File: src/rtl/dram_stream_reader_pkg.sv
// Shared widths, address type and sequencer states for the DRAM stream reader.
package dram_stream_reader_pkg;

  localparam int unsigned DRAM_ADDR_W = 17;
  localparam int unsigned DRAM_DATA_W = 8;

  typedef logic [DRAM_ADDR_W-1:0] dram_addr_t;
  typedef logic [DRAM_DATA_W-1:0] dram_data_t;

  typedef enum logic [1:0] {
    IDLE  = 2'd0,
    ISSUE = 2'd1,
    DRAIN = 2'd2
  } state_e;

endpackage

File: src/rtl/dram_stream_reader_if.sv
// Request, DRAM-port and output-stream signals of the DRAM stream reader.
interface dram_stream_reader_if;
  import dram_stream_reader_pkg::*;

  logic       start;
  dram_addr_t base_addr;
  dram_addr_t count;
  dram_addr_t stride;
  dram_addr_t mem_address;
  logic       mem_wren;
  dram_data_t mem_data;
  dram_data_t mem_q;
  dram_data_t out_data;
  logic       out_valid;
  logic       out_ready;
  logic       busy;
  logic       done;

  modport master (
    input  start, base_addr, count, stride, mem_q, out_ready,
    output mem_address, mem_wren, mem_data, out_data, out_valid, busy, done
  );

  modport slave (
    output start, base_addr, count, stride, mem_q, out_ready,
    input  mem_address, mem_wren, mem_data, out_data, out_valid, busy, done
  );

endinterface

File: src/rtl/dram_stream_reader_stream_fifo.sv
// Synchronous FIFO whose head entry sits in registered outputs (rd_data/rd_valid).
// DEPTH must be a power of two and at least 2.
module stream_fifo #(
  parameter int unsigned DEPTH = 4,
  parameter int unsigned WIDTH = 8
) (
  input  logic                       clock,
  input  logic                       reset_n,
  input  logic                       push,
  input  logic [WIDTH-1:0]           push_data,
  input  logic                       pop,
  output logic [$clog2(DEPTH+1)-1:0] occupancy,
  output logic [WIDTH-1:0]           rd_data,
  output logic                       rd_valid
);
  localparam int unsigned PTR_W = $clog2(DEPTH);
  localparam int unsigned CNT_W = $clog2(DEPTH + 1);

  logic [WIDTH-1:0] mem [DEPTH];
  logic [PTR_W-1:0] wr_ptr;
  logic [PTR_W-1:0] rd_ptr;
  logic [PTR_W-1:0] rd_ptr_d;
  logic [CNT_W-1:0] occ_after_pop;
  logic [CNT_W-1:0] occ_d;
  logic [WIDTH-1:0] head_d;

  // Next head: a push into an (about to be) empty FIFO bypasses the array.
  always_comb begin
    occ_after_pop = occupancy - CNT_W'(pop);
    occ_d         = occ_after_pop + CNT_W'(push);
    rd_ptr_d      = rd_ptr + PTR_W'(pop);
    head_d        = (occ_after_pop == '0) ? push_data : mem[rd_ptr_d];
  end

  always_ff @(posedge clock or negedge reset_n) begin
    if (!reset_n) begin
      wr_ptr    <= '0;
      rd_ptr    <= '0;
      occupancy <= '0;
      rd_data   <= '0;
      rd_valid  <= 1'b0;
    end else begin
      if (push) wr_ptr <= wr_ptr + PTR_W'(1);
      rd_ptr    <= rd_ptr_d;
      occupancy <= occ_d;
      rd_valid  <= (occ_d != '0);
      if (occ_d != '0) rd_data <= head_d;
    end
  end

  always_ff @(posedge clock) begin
    if (push) mem[wr_ptr] <= push_data;
  end

endmodule

File: src/rtl/dram_stream_reader.sv
// DRAM read sequencer: issues credit-limited reads and streams returned bytes in order.
// Build option DRAM_STREAM_STRIDE_EN honours the stride port; otherwise addresses step by 1.
module dram_stream_reader
  import dram_stream_reader_pkg::*;
#(
  parameter int unsigned READ_LAT   = 2,
  parameter int unsigned FIFO_DEPTH = 4
) (
  input logic                  clock,
  input logic                  reset_n,
  dram_stream_reader_if.master bus
);
  localparam int unsigned CNT_W = $clog2(FIFO_DEPTH + 1);

  state_e            state_q;
  state_e            state_d;
  dram_addr_t        cur_addr;
  dram_addr_t        remaining;
  dram_addr_t        mem_address_q;
  dram_addr_t        addr_inc;
  logic [READ_LAT:0] tag_pipe;
  logic [CNT_W-1:0]  occupancy;
  dram_data_t        fifo_data;
  logic              fifo_valid;
  logic              pop;
  logic              issue;
  logic              load;
  logic              credit_ok;
  logic              final_pop;
  logic              zero_done_d;
  logic              zero_done_q;
  int unsigned       reserved;

  // Bit 0 of tag_pipe lines up with mem_address; the top bit lines up with valid mem_q.
  assign pop = fifo_valid & bus.out_ready;

  // FIFO slots already spoken for; a slot being popped this cycle may be reused.
  always_comb begin
    reserved = 32'(occupancy);
    for (int unsigned i = 0; i <= READ_LAT; i++) reserved = reserved + 32'(tag_pipe[i]);
    reserved  = reserved - 32'(pop);
    credit_ok = (reserved < FIFO_DEPTH);
  end

  always_comb begin
    state_d     = state_q;
    issue       = 1'b0;
    load        = 1'b0;
    final_pop   = 1'b0;
    zero_done_d = 1'b0;
    case (state_q)
      IDLE: begin
        if (bus.start) begin
          load = 1'b1;
          if (bus.count == '0) zero_done_d = 1'b1;
          else                 state_d     = ISSUE;
        end
      end
      ISSUE: begin
        if (credit_ok) begin
          issue = 1'b1;
          if (remaining == DRAM_ADDR_W'(1)) state_d = DRAIN;
        end
      end
      DRAIN: begin
        if (tag_pipe == '0 && occupancy == CNT_W'(1) && pop) begin
          final_pop = 1'b1;
          state_d   = IDLE;
        end
      end
      default: state_d = IDLE;
    endcase
  end

  always_ff @(posedge clock or negedge reset_n) begin
    if (!reset_n) begin
      state_q       <= IDLE;
      cur_addr      <= '0;
      remaining     <= '0;
      mem_address_q <= '0;
      tag_pipe      <= '0;
      zero_done_q   <= 1'b0;
    end else begin
      state_q     <= state_d;
      zero_done_q <= zero_done_d;
      tag_pipe    <= {tag_pipe[READ_LAT-1:0], issue};
      if (load) begin
        cur_addr  <= bus.base_addr;
        remaining <= bus.count;
      end else if (issue) begin
        mem_address_q <= cur_addr;
        cur_addr      <= cur_addr + addr_inc;
        remaining     <= remaining - DRAM_ADDR_W'(1);
      end
    end
  end

`ifdef DRAM_STREAM_STRIDE_EN
  dram_addr_t stride_q;

  always_ff @(posedge clock or negedge reset_n) begin
    if (!reset_n)  stride_q <= '0;
    else if (load) stride_q <= bus.stride;
  end

  assign addr_inc = stride_q;
`else
  logic unused_stride;

  assign unused_stride = ^bus.stride;
  assign addr_inc      = DRAM_ADDR_W'(1);
`endif

  stream_fifo #(
    .DEPTH (FIFO_DEPTH),
    .WIDTH (DRAM_DATA_W)
  ) u_fifo (
    .clock     (clock),
    .reset_n   (reset_n),
    .push      (tag_pipe[READ_LAT]),
    .push_data (bus.mem_q),
    .pop       (pop),
    .occupancy (occupancy),
    .rd_data   (fifo_data),
    .rd_valid  (fifo_valid)
  );

  assign bus.mem_address = mem_address_q;
  assign bus.mem_wren    = 1'b0;
  assign bus.mem_data    = '0;
  assign bus.out_data    = fifo_data;
  assign bus.out_valid   = fifo_valid;
  assign bus.busy        = (state_q != IDLE);
  assign bus.done        = zero_done_q | final_pop;

endmodule

File: src/flat_wrapper.sv
// flat-port wrapper written by rule: the top's interface ports become plain ports
module dram_stream_reader_flat import dram_stream_reader_pkg::*;
#(
  parameter int unsigned READ_LAT   = 2,
  parameter int unsigned FIFO_DEPTH = 4
)
  (clock, reset_n, bus_start, bus_base_addr, bus_count, bus_stride, bus_mem_q, bus_out_ready, bus_mem_address, bus_mem_wren, bus_mem_data, bus_out_data, bus_out_valid, bus_busy, bus_done);
  dram_stream_reader_if bus_i ();
  input logic clock;
  input logic reset_n;
  input wire logic [$bits(bus_i.start)-1:0] bus_start;
  input wire logic [$bits(bus_i.base_addr)-1:0] bus_base_addr;
  input wire logic [$bits(bus_i.count)-1:0] bus_count;
  input wire logic [$bits(bus_i.stride)-1:0] bus_stride;
  input wire logic [$bits(bus_i.mem_q)-1:0] bus_mem_q;
  input wire logic [$bits(bus_i.out_ready)-1:0] bus_out_ready;
  output wire logic [$bits(bus_i.mem_address)-1:0] bus_mem_address;
  output wire logic [$bits(bus_i.mem_wren)-1:0] bus_mem_wren;
  output wire logic [$bits(bus_i.mem_data)-1:0] bus_mem_data;
  output wire logic [$bits(bus_i.out_data)-1:0] bus_out_data;
  output wire logic [$bits(bus_i.out_valid)-1:0] bus_out_valid;
  output wire logic [$bits(bus_i.busy)-1:0] bus_busy;
  output wire logic [$bits(bus_i.done)-1:0] bus_done;
  assign bus_i.start = bus_start;
  assign bus_i.base_addr = bus_base_addr;
  assign bus_i.count = bus_count;
  assign bus_i.stride = bus_stride;
  assign bus_i.mem_q = bus_mem_q;
  assign bus_i.out_ready = bus_out_ready;
  assign bus_mem_address = bus_i.mem_address;
  assign bus_mem_wren = bus_i.mem_wren;
  assign bus_mem_data = bus_i.mem_data;
  assign bus_out_data = bus_i.out_data;
  assign bus_out_valid = bus_i.out_valid;
  assign bus_busy = bus_i.busy;
  assign bus_done = bus_i.done;
  dram_stream_reader #(.READ_LAT(READ_LAT), .FIFO_DEPTH(FIFO_DEPTH)) u_core (.clock(clock), .reset_n(reset_n), .bus(bus_i));
endmodule
File: config.mk
export PLATFORM = sky130hd
export DESIGN_NAME = dram_stream_reader_flat
export DESIGN_NICKNAME = d
export VERILOG_FILES = /design/src/rtl/dram_stream_reader_pkg.sv /design/src/rtl/dram_stream_reader_if.sv /design/src/rtl/dram_stream_reader_stream_fifo.sv /design/src/rtl/dram_stream_reader.sv /design/src/flat_wrapper.sv
export SDC_FILE = /design/constraint.sdc
export NUM_CORES = 1
export LEC_CHECK = 0
export ABC_AREA = 1
export CAP_MARGIN = 20
export CORE_ASPECT_RATIO = 1.75
export CORE_MARGIN = 2
export CORE_UTILIZATION = 35
export DETAILED_ROUTE_END_ITERATION = 8
export GPL_TIMING_DRIVEN = 1
export PLACE_DENSITY = 0.56
export REMOVE_ABC_BUFFERS = 1
export SYNTH_ARGS = -nofsm -noshare
export SYNTH_HDL_FRONTEND = slang
export SYNTH_SLANG_ARGS = --single-unit
File: constraint.sdc
create_clock -name clock -period 6.65 [get_ports clock]
set_input_delay 0.665 -clock clock [delete_from_list [all_inputs] [get_ports clock]]
set_output_delay 0.665 -clock clock [all_outputs]
set_load 0.02 [all_outputs]
== Yosys cells after proc, flatten, opt, wreduce, memory -nomap -nowiden ==
Memory sizes are Yosys's and may differ from the RTL's.
Cells that the tools add are included.
Word-level totals
  register bits: 73
  memory bits (writable): 32
  input port bits: 63
  output and inout port bits: 37
  logic and storage cells: 68
  memories: 1
Operators by class
  add/subtract/negate cells: 10
  order comparisons: 1
  eq/ne operators: 9
  mux-type cells: 22
  bitwise logic cells: 3
  reductions and logical operators: 11
Memory list
  u_core.u_fifo.mem: words 4, bits a word 8, read ports 1, clocked after memory_dff 0, wr ports 1, line dram_stream_reader_stream_fifo.sv:19  | logic [WIDTH-1:0] mem [DEPTH];
Operators by type and width (number)
  2-to-1 mux 17 bit: 4
  adder 32 x 1 -> 32 bit: 2
  < comparator 32 x 3 -> 1 bit (second input constant): 1
  subtractor 32 x 1 -> 32 bit: 1
  adder 17 x 1 -> 17 bit (second input constant): 1
  equality test 17 x 1 -> 1 bit (second input constant): 1
  logical NOT 17 bit: 1
  subtractor 17 x 1 -> 17 bit (second input constant): 1
  2-to-1 mux 1 bit: 11
  2-to-1 mux 2 bit: 5
  2-to-1 mux 8 bit: 1
  logical NOT 3 bit: 2
  != test 2 x 1 -> 1 bit (second input constant): 3
  one-hot mux 2 bit (3 select lines): 1
  AND reduction 5 bit: 1
  adder 3 x 1 -> 4 bit: 1
  != test 2 bit (second input constant): 2
  nonzero test 2 bit: 2
  adder 3 x 1 -> 3 bit: 1
  equality test 3 x 1 -> 1 bit (second input constant): 1
  nonzero test 3 bit: 1
  subtractor 3 x 1 -> 3 bit: 1
  adder 2 x 1 -> 2 bit: 1
  adder 2 x 1 -> 2 bit (second input constant): 1
  other kinds (8): 9

== Depth between registers and ports, before layout ==
Gate-level depths: netlist of run 1.
  word-level depth: 9
  mapped depth: 22
  mapped depth without buffers: 22

== Modules after synthesis ==
From an unflattened synthesis of run 1, not the netlist that was laid out.
Unflattened totals
  cell total of the unflattened synthesis: 805
  area total of the unflattened synthesis: 6095.8 um^2
By module, submodules not included
  dram_stream_reader: times used 1, cells an instance 584, area an instance 3844.9 um^2, sequential area each 1426.4 um^2
  stream_fifo: times used 1, cells an instance 221, area an instance 2250.9 um^2, sequential area each 1361.3 um^2

== Worst setup path after synthesis of run 1 ==
OpenSTA, ideal clock, no wires.
  kind: input to register
  from: input bus_out_ready
  to: register u_core.cur_addr[12]
  library setup time: 117 ps
  arrival time: 2796 ps
  required time: 6533 ps
  setup slack: 3737 ps
  stages: 21
  buffers on the path: 1
  path through: nand2_1 inv_1 ha_1 inv_1 ha_1 nand2_1 nand2_1 nand2_1 nand2_1 nand3_2 nand2_1 nand2_1 ha_1 inv_1 nor2_1 nand2_1 nor2_1 nand3_2 buf_2 nand3_1 nand2_1
Between the ends
  longest elaborated chain between the ends: 6
RTL lines
  start: declaration: line flat_wrapper.sv:16  | input wire logic [$bits(bus_i.out_ready)-1:0] bus_out_ready;
  bitwise AND 1 bit: line dram_stream_reader.sv:35  | assign pop = fifo_valid & bus.out_ready;
  subtractor 32 x 1 -> 32 bit: line dram_stream_reader.sv:41  | reserved = reserved - 32'(pop);
  < comparator 32 x 3 -> 1 bit: line dram_stream_reader.sv:42  | credit_ok = (reserved < FIFO_DEPTH);
  2-to-1 mux 1 bit: line dram_stream_reader.sv:60  | if (credit_ok) begin
  2-to-1 mux 1 bit: line dram_stream_reader.sv:51  | case (state_q)
  nonzero test 2 bit (no line)
  end signal: assignment: line dram_stream_reader.sv:88  | cur_addr <= bus.base_addr;
  end signal: assignment: line dram_stream_reader.sv:92  | cur_addr <= cur_addr + addr_inc;
  end: declaration: line dram_stream_reader.sv:17  | dram_addr_t cur_addr;
No other way between the ends.
A chain may end at the register's enable or synchronous reset.

== Worst setup path in the final report of run 1 ==
  from: input bus_out_ready
  to: register u_core.mem_address_q[1] (netlist: u_core.bus.mem_address[1])
Between the ends
  longest elaborated chain between the ends: 6
RTL lines
  bitwise AND 1 bit: line dram_stream_reader.sv:35
  subtractor 32 x 1 -> 32 bit: line dram_stream_reader.sv:41
  < comparator 32 x 3 -> 1 bit: line dram_stream_reader.sv:42
  2-to-1 mux 1 bit: line dram_stream_reader.sv:60
  2-to-1 mux 1 bit: line dram_stream_reader.sv:51
  named net u_core.issue: line dram_stream_reader.sv:26  | logic issue;
  AND reduction 2 bit (no line)
  end signal: assignment: line dram_stream_reader.sv:91  | mem_address_q <= cur_addr;
  end: declaration: line dram_stream_reader.sv:19  | dram_addr_t mem_address_q;
The timed path passes the listed nets, and every way through them passes these cells.

==> results of run 1 <==
[worst max path at each step]
stage | startpoint | end | slack, ps | depth (start not counted)
after floorplan | bus_out_ready | u_core.cur_addr[0] | 2940 | 21
after global placement | bus_out_ready | u_core.bus.mem_address[1] | 2290 | 23
after detailed placement | bus_out_ready | u_core.bus.mem_address[1] | 2220 | 23
after CTS | bus_out_ready | u_core.bus.mem_address[1] | 2600 | 23
after global routing | bus_out_ready | u_core.bus.mem_address[1] | 2260 | 23
final | bus_out_ready | u_core.bus.mem_address[1] | 2620 | 23
[Yosys cell counts, types with 6 or more instances]
library cell,number,area share
sky130_fd_sc_hd__buf_2,6,0.0052
sky130_fd_sc_hd__buf_4,9,0.012
sky130_fd_sc_hd__clkbuf_1,13,0.0085
sky130_fd_sc_hd__dfrtp_1,73,0.32
sky130_fd_sc_hd__edfxtp_1,32,0.17
sky130_fd_sc_hd__ha_1,19,0.042
sky130_fd_sc_hd__inv_1,69,0.045
sky130_fd_sc_hd__mux2i_1,8,0.014
sky130_fd_sc_hd__nand2_1,238,0.16
sky130_fd_sc_hd__nand3_1,59,0.052
sky130_fd_sc_hd__nand4_1,7,0.0077
sky130_fd_sc_hd__nor2_1,41,0.027
sky130_fd_sc_hd__nor3_1,9,0.0079
sky130_fd_sc_hd__o211ai_1,9,0.012
sky130_fd_sc_hd__o21ai_0,42,0.037
sky130_fd_sc_hd__o21ai_1,17,0.015
sky130_fd_sc_hd__xnor2_1,9,0.014
sky130_fd_sc_hd__xor2_1,16,0.024
[through the flow]
step           total power, µW  worst slack, ps
6_report                  2950             2618
5_1_grt                   3215             2256
3_3_place_gp              2365             2294
4_1_cts                   2989             2596
2_1_floorplan             1957             2939
3_5_place_dp              2413             2221
[cell type report]
| cell class | instances | share of cell area |
|---|---|---|
| clock buffer | 13 | 0.03951 |
| clock inverter | 3 | 0.006737 |
| inverter | 73 | 0.03988 |
| multi-input combinational | 500 | 0.3645 |
| sequential | 105 | 0.4057 |
| tap | 189 | 0.03441 |
| timing repair buffer | 76 | 0.1092 |
[worst max-delay path, stage by stage]
cell and delay [ps]:
sky130_fd_sc_hd__clkdlybuf4s50_1 400, sky130_fd_sc_hd__nand2_1 60, sky130_fd_sc_hd__inv_1 90, sky130_fd_sc_hd__ha_1 290, sky130_fd_sc_hd__inv_1 40, sky130_fd_sc_hd__ha_1 260, sky130_fd_sc_hd__nand2_1 50, sky130_fd_sc_hd__nand2_1 50
sky130_fd_sc_hd__nand2_1 50, sky130_fd_sc_hd__nand2_1 100, sky130_fd_sc_hd__nand3_2 130, sky130_fd_sc_hd__nand2_1 110, sky130_fd_sc_hd__nand2_1 60, sky130_fd_sc_hd__ha_1 260, sky130_fd_sc_hd__inv_1 50, sky130_fd_sc_hd__nor2_1 30
sky130_fd_sc_hd__nand2_1 70, sky130_fd_sc_hd__nor2_1 60, sky130_fd_sc_hd__nand3_2 270, sky130_fd_sc_hd__buf_4 490, sky130_fd_sc_hd__clkinv_1 440, sky130_fd_sc_hd__nand2_1 170, sky130_fd_sc_hd__nand2_1 60
[logic make-up (layout without fill, tap and decap cells)]
group	count (synthesis)	in the layout	synth area share
AOI/OAI and AO/OA	75	75	0.07196
adders and majority gates	19	19	0.04156
xor gates and xnor gates	25	25	0.03828
buffers and inverters	107	165	0.08136
and+or+nand+nor	364	364	0.2649
DFF	105	105	0.4873
muxes	8	8	0.01400
other	1	9	0.0006555
[flip-flops by register name, indices dropped and copies added (netlist names), 2 cells and up]
name and cells:
u_core.tag_pipe 3, u_core.bus.mem_address 17, u_core.state_q 2, u_core.u_fifo.occupancy 3
u_core.remaining 17, u_core.u_fifo.wr_ptr 2, u_core.cur_addr 17, u_core.u_fifo.mem 32
u_core.u_fifo.rd_ptr 2, u_core.u_fifo.rd_data 8
[report_power, final]
part | switching (µW) | total (µW) | internal, µW
clock network | 236 | 563 | 327
logic | 823 | 1370 | 545
registers | 157 | 1020 | 861
total | 1220 | 2950 | 1730
[per-layer routing]
layer,wire length [µm],track usage,vias up,share of wire
met5,0,0,-,0
met4,357,0.06906,0,0.027
met3,291,0.02142,25,0.022
met2,7199,0.2931,81,0.55
met1,5301,0.1668,2230,0.40
li1,-,-,2371,-
==> metrics.json, run 1 <==
{
  "critical_path": {
    "timing.critical_path.from_type": "input pin",
    "worst_ep_arrival_time_ps": 4270,
    "cp_max_fo": 46,
    "endpoint_of_the_lowest_slack_register_to_register_path": "u_core.bus.mem_address[1]",
    "reg2reg_from": "u_core.tag_pipe[0]",
    "worst_ep_required_time_ps": 6890,
    "cp-end-kind": "flip-flop",
    "rrSetupSlack_ps": 2900,
    "crit_type": "in2reg",
    "worstRegToRegCells": 19
  },
  "grt": {
    "grt.overflow.total": 0,
    "global_route.usage.total": 0.1558,
    "grt_start_max_net_pins": 74,
    "antenna_found_initial": 0,
    "grt_first_pass_wirelength_mm": 21.89,
    "number_of_global_route_vias_before_repair": 4770
  },
  "timing": {
    "max-slew-margin-rel": 0.3385,
    "post-route-period-util": 0.6064,
    "setup_violations": 0,
    "timing.setup.tns_ps": 0,
    "tightestPinTransition_ps": 986.9,
    "slew_viol_final": 0,
    "rsz_0062_raised_after_global_routing": "no",
    "clock-skew-final_ps": 10.07,
    "fin_worst_hold_slack_ps": 412.9,
    "finalHoldViolCount": 0,
    "final_period_minus_worst_setup_slack_ps": 4032,
    "maxClockFrequency_mhz": 248.0
  },
  "clock_network": {
    "clkSlewWorstSetupHoldPaths_ps": 70,
    "cts_hold_repair.buffers": 0,
    "tritoncts": "built",
    "htree_levels": 3,
    "cts-resized-gates": 0,
    "clock_path_buffers": 2,
    "post-cts-setup-buffers": 0,
    "cts-root-buf": "sky130_fd_sc_hd__clkbuf_16",
    "worst_skew_pair.late_latency_ps": 350,
    "clock_sink_count": 105,
    "cts_inserted_buffers": 9
  },
  "floorplanning": {
    "dieHeight_um": 173.1,
    "boundaryPins": 100,
    "placementRows": 61,
    "initial_utilization": 0.3586,
    "core_area_mm2": 0.01595,
    "dieArea_mm2": 0.01742,
    "die_w_um": 100.6
  },
  "finish": {
    "syn2layout_area_growth_pct": 20.12,
    "finish.cell_count_without_fillers": 959,
    "fill_cells": 1577,
    "layout.cells.most_common": "sky130_fd_sc_hd__nand2_1",
    "layout.cells.most_common_list": "238 x sky130_fd_sc_hd__nand2_1, 73 x sky130_fd_sc_hd__dfrtp_1, 72 x sky130_fd_sc_hd__clkdlybuf4s50_1",
    "layout.area.seq_mm2": 0.002788,
    "final_area_mm2": 0.006872,
    "multi_input_area_mm2": 0.002505,
    "layout-drive-gt1-share": 0.03766,
    "final_util": 0.4308,
    "antenna-diode-count": 0,
    "nNetsFinal": 847
  },
  "run": {
    "cap_violations": 0
  },
  "synth": {
    "synth.yosys.seq_area_share": 0.4873,
    "syn_avg_cell_area_um2": 8.126,
    "number_of_enable_flip_flop_cells_after_synthesis": 32,
    "synthArstFlopShare": 0.6952,
    "synthFlopType": "sky130_fd_sc_hd__dfrtp_1",
    "netlist_area_mm2": 0.005720,
    "count_of_mapped_cells_out_of_synthesis": 704,
    "synth.ff_latch_count": 105,
    "yosysWarnings": 0,
    "synth.distinct_cells": 36
  },
  "min_path": {
    "hold-path-cell-count": 0,
    "worst_hold_start": "u_core.tag_pipe[1]",
    "min_delay_worst_endpoint": "u_core.tag_pipe[2]",
    "timing.hold.worst.class": "reg2reg"
  },
  "routing": {
    "detailedRoute.firstIterationViolations": 171,
    "detail_route.vias_per_cell": 4.908,
    "detailroute.via_count": 4707,
    "detail_route.drc_violations": 0,
    "wirelength_routed_mm": 13.15,
    "detailedRoute.firstPassIterationCount": 6,
    "wl_per_cell_um": 13.71,
    "detail-route-antenna-nets": 0
  },
  "place": {
    "placed_area_mm2": 0.006554,
    "detailed_place_hpwl_mm": 9.187,
    "gp_congestion": 0.8456,
    "io_buffer_count": 73,
    "placed_cells_incl_taps": 943
  },
  "run_status": {
    "status": "complete, no violations"
  },
  "power": {
    "irDropWorstVdd_uv": 171.5,
    "total_leakage_power_uw": 0.003236,
    "power_per_cell_area_mw_per_mm2": 429.3
  }
}
Power figures use the tool's default switching activity.
==> inputs of run 2 (changes only) <==
--- a/config.mk
+++ b/config.mk
@@ -12,7 +12,7 @@
 export CORE_UTILIZATION = 35
 export DETAILED_ROUTE_END_ITERATION = 8
 export GPL_TIMING_DRIVEN = 1
-export PLACE_DENSITY = 0.56
+export PLACE_DENSITY = 0.58
 export REMOVE_ABC_BUFFERS = 1
 export SYNTH_ARGS = -nofsm -noshare
 export SYNTH_HDL_FRONTEND = slang
==> constraint.sdc (replaced) <==
create_clock -name clock -period 3.2 [get_ports clock]
set_input_delay 0.32 -clock clock [delete_from_list [all_inputs] [get_ports clock]]
set_output_delay 0.32 -clock clock [all_outputs]
set_load 0.02 [all_outputs]
==> run 2 against run 1 <==
Net effect:
- cell count is 1.7% higher
- sequential share of layout area shrank 1.3 points
- total power rose by 120%
- register-to-register slack worse by 2700 ps
- clock skew up 3.5 ps
- worst hold slack worse by 65 ps
- critical endpoint is now u_core.remaining[12]
- worst setup slack lost 2400 ps
- count of clock-buffer cells in the layout decreased by 4
==> metrics.json, run 2 (synthesized netlist as in run 1, its figures left out) <==
{
  "timing": {
    "fin_worst_hold_slack_ps": 347.9,
    "rsz_0062_raised_after_global_routing": "yes",
    "clock-skew-final_ps": 13.58,
    "post_route_setup_slack_ps": 241.6,
    "slew_viol_final": 0,
    "maxClockFrequency_mhz": 338.0,
    "post-route-period-util": 0.9245,
    "finalHoldViolCount": 0,
    "tightestPinTransition_ps": 686.3,
    "max-slew-margin-rel": 0.5383,
    "final_period_minus_worst_setup_slack_ps": 2958,
    "setup_violations": 0
  },
  "place": {
    "dpl_worst_slack_ps": -32.69,
    "placed_cells_incl_taps": 955,
    "gp_congestion": 0.8607,
    "detailed_place_hpwl_mm": 9.913,
    "io_buffer_count": 73
  },
  "clock_network": {
    "clkSlewWorstSetupHoldPaths_ps": 90,
    "worst_skew_pair.late_latency_ps": 350,
    "cts-root-buf": "sky130_fd_sc_hd__clkbuf_16",
    "cts_inserted_buffers": 9,
    "htree_levels": 3,
    "tritoncts": "built",
    "clock_path_buffers": 2,
    "clock_sink_count": 105,
    "post-cts-setup-buffers": 0
  },
  "critical_path": {
    "worst_ep_arrival_time_ps": 3250,
    "startpoint": "u_core.tag_pipe[0]",
    "worst_ep_required_time_ps": 3490,
    "cp-end-kind": "flip-flop",
    "timing.critical_path.from_type": "flip-flop",
    "reg2reg_from": "u_core.tag_pipe[0]",
    "crit_type": "reg2reg",
    "cp_max_fo": 12
  },
  "routing": {
    "detailroute.via_count": 4868,
    "detail_route.drc_violations": 0,
    "wirelength_routed_mm": 14.32,
    "detailedRoute.firstIterationViolations": 228,
    "wl_per_cell_um": 14.69,
    "detail_route.vias_per_cell": 4.993,
    "detailedRoute.firstPassIterationCount": 4,
    "detail-route-antenna-nets": 0
  },
  "power": {
    "finalPower_uw": 6371,
    "irDropWorstVdd_uv": 398.4,
    "power_per_cell_area_mw_per_mm2": 897.8,
    "total_leakage_power_uw": 0.003341
  },
  "finish": {
    "layout-drive-gt1-share": 0.06234,
    "fill_cells": 1579,
    "antenna-diode-count": 0,
    "syn2layout_area_growth_pct": 24.06,
    "final_util": 0.4449,
    "finish.cell_count_without_fillers": 975,
    "layout.cells.most_common": "sky130_fd_sc_hd__nand2_1",
    "largest_register_ff_count": 32,
    "layout.cells.most_common_list": "238 x sky130_fd_sc_hd__nand2_1, 73 x sky130_fd_sc_hd__dfrtp_1, 72 x sky130_fd_sc_hd__clkdlybuf4s50_1",
    "largest_register": "u_core.u_fifo.mem",
    "nNetsFinal": 863
  },
  "run": {
    "cap_violations": 0
  },
  "floorplanning": {
    "dieHeight_um": 173.1,
    "boundaryPins": 100,
    "initial_utilization": 0.3586,
    "core_area_mm2": 0.01595,
    "placementRows": 61,
    "die_w_um": 100.6,
    "dieArea_mm2": 0.01742
  },
  "run_status": {
    "status": "complete, no violations"
  },
  "grt": {
    "global_route.usage.total": 0.1669,
    "number_of_global_route_vias_before_repair": 5120,
    "grt_first_pass_wirelength_mm": 23.40,
    "grt.overflow.total": 0,
    "grt_start_max_net_pins": 74,
    "antenna_found_initial": 0
  },
  "min_path": {
    "timing.hold.worst.class": "in2async"
  }
}
-- run 2: changes by cell type in the layout (fill, tap and decap cells not counted), moves of 2 or more --
cell / before / now
sky130_fd_sc_hd__buf_12: 0 / 2
sky130_fd_sc_hd__ha_1: 19 / 17
sky130_fd_sc_hd__clkbuf_1: 2 / 0
sky130_fd_sc_hd__clkinv_4: 0 / 2
sky130_fd_sc_hd__clkinv_8: 0 / 3
sky130_fd_sc_hd__buf_4: 4 / 13
-- run 2: critical path: stages, from the launching register on --
cell and delay [ps]:
sky130_fd_sc_hd__dfrtp_1 400, sky130_fd_sc_hd__ha_2 210, sky130_fd_sc_hd__ha_4 270, sky130_fd_sc_hd__inv_1 60, sky130_fd_sc_hd__ha_1 280, sky130_fd_sc_hd__nand2_1 50, sky130_fd_sc_hd__nand2_1 90, sky130_fd_sc_hd__nand3_2 90
sky130_fd_sc_hd__nand2_1 100, sky130_fd_sc_hd__nand2_1 70, sky130_fd_sc_hd__ha_1 270, sky130_fd_sc_hd__inv_1 30, sky130_fd_sc_hd__nor2_1 90, sky130_fd_sc_hd__nand2_1 90, sky130_fd_sc_hd__nor2_2 160, sky130_fd_sc_hd__nand3_4 180
sky130_fd_sc_hd__nand2_4 180, sky130_fd_sc_hd__clkbuf_16 180, sky130_fd_sc_hd__nand2_1 50, sky130_fd_sc_hd__nand2_1 60
-- run 2: path summary, 6_finish.rpt --
check / slack, ps / end / cells past startpoint
setup reg to reg: 240 / u_core.remaining[12] / 19
hold reg to reg: 410 / u_core.tag_pipe[2] / 0
max in group asynchronous: 2250 / u_core.u_fifo.rd_ptr[0] / 3
min in group clock: 410 / u_core.tag_pipe[2] / 0
hold / removal: 350 / u_core.bus.mem_address[14] / 2
setup / recovery: 240 / u_core.remaining[12] / 19
-- run 2: stage by stage --
stage | area, µm² | setup TNS [ps]
after floorplan | 5559 | -15880
after global placement | 6669 | 0
after detailed placement | 6669 | -233.1
after CTS | 6980 | 0
after global routing | 7097 | 0
final | 7097 | 0
-- run 2: power by group --
group	switching [µW]	leakage, µW	internal [µW]
clock network	561	0.000150	560
logic	1820	0.00197	1310
registers	329	0.00122	1790
-- run 2: final cells by class --
type / instances / area (µm²) / area share
sequential: 105 / 2788 / 0.3928
inverter: 73 / 274.0 / 0.03861
timing repair buffer: 92 / 957.2 / 0.1349
clock inverter: 7 / 86.33 / 0.01217
multi-input combinational: 500 / 2530 / 0.3565
clock buffer: 9 / 225.2 / 0.03173
tap: 189 / 236.5 / 0.03332
-- run 2: timing repair --
action | in CTS | in global routing
gates resized for setup | 0 | 5
hold buffers | 0 | 1
hold endpoints to repair | 0 | 10
endpoints found under the setup margin | 0 | 50
-- run 2: routing by layer --
layer  track usage  wire [µm]  up-vias
met1        0.1708       5335     2306
met3       0.03032        502       30
met4       0.08333        512        0
met5             0          0        -
li1              -          -     2398
met2        0.3131       7970      134
==> inputs of run 3 (changes only) <==
--- a/config.mk
+++ b/config.mk
@@ -10,6 +10,7 @@
 export CORE_ASPECT_RATIO = 1.75
 export CORE_MARGIN = 2
 export CORE_UTILIZATION = 35
+export CTS_CLUSTER_SIZE = 16
 export DETAILED_ROUTE_END_ITERATION = 8
 export GPL_TIMING_DRIVEN = 1
 export PLACE_DENSITY = 0.58
==> results of run 3 <==
Same layout as run 2: the final DEF is identical, and so are final timing and power.
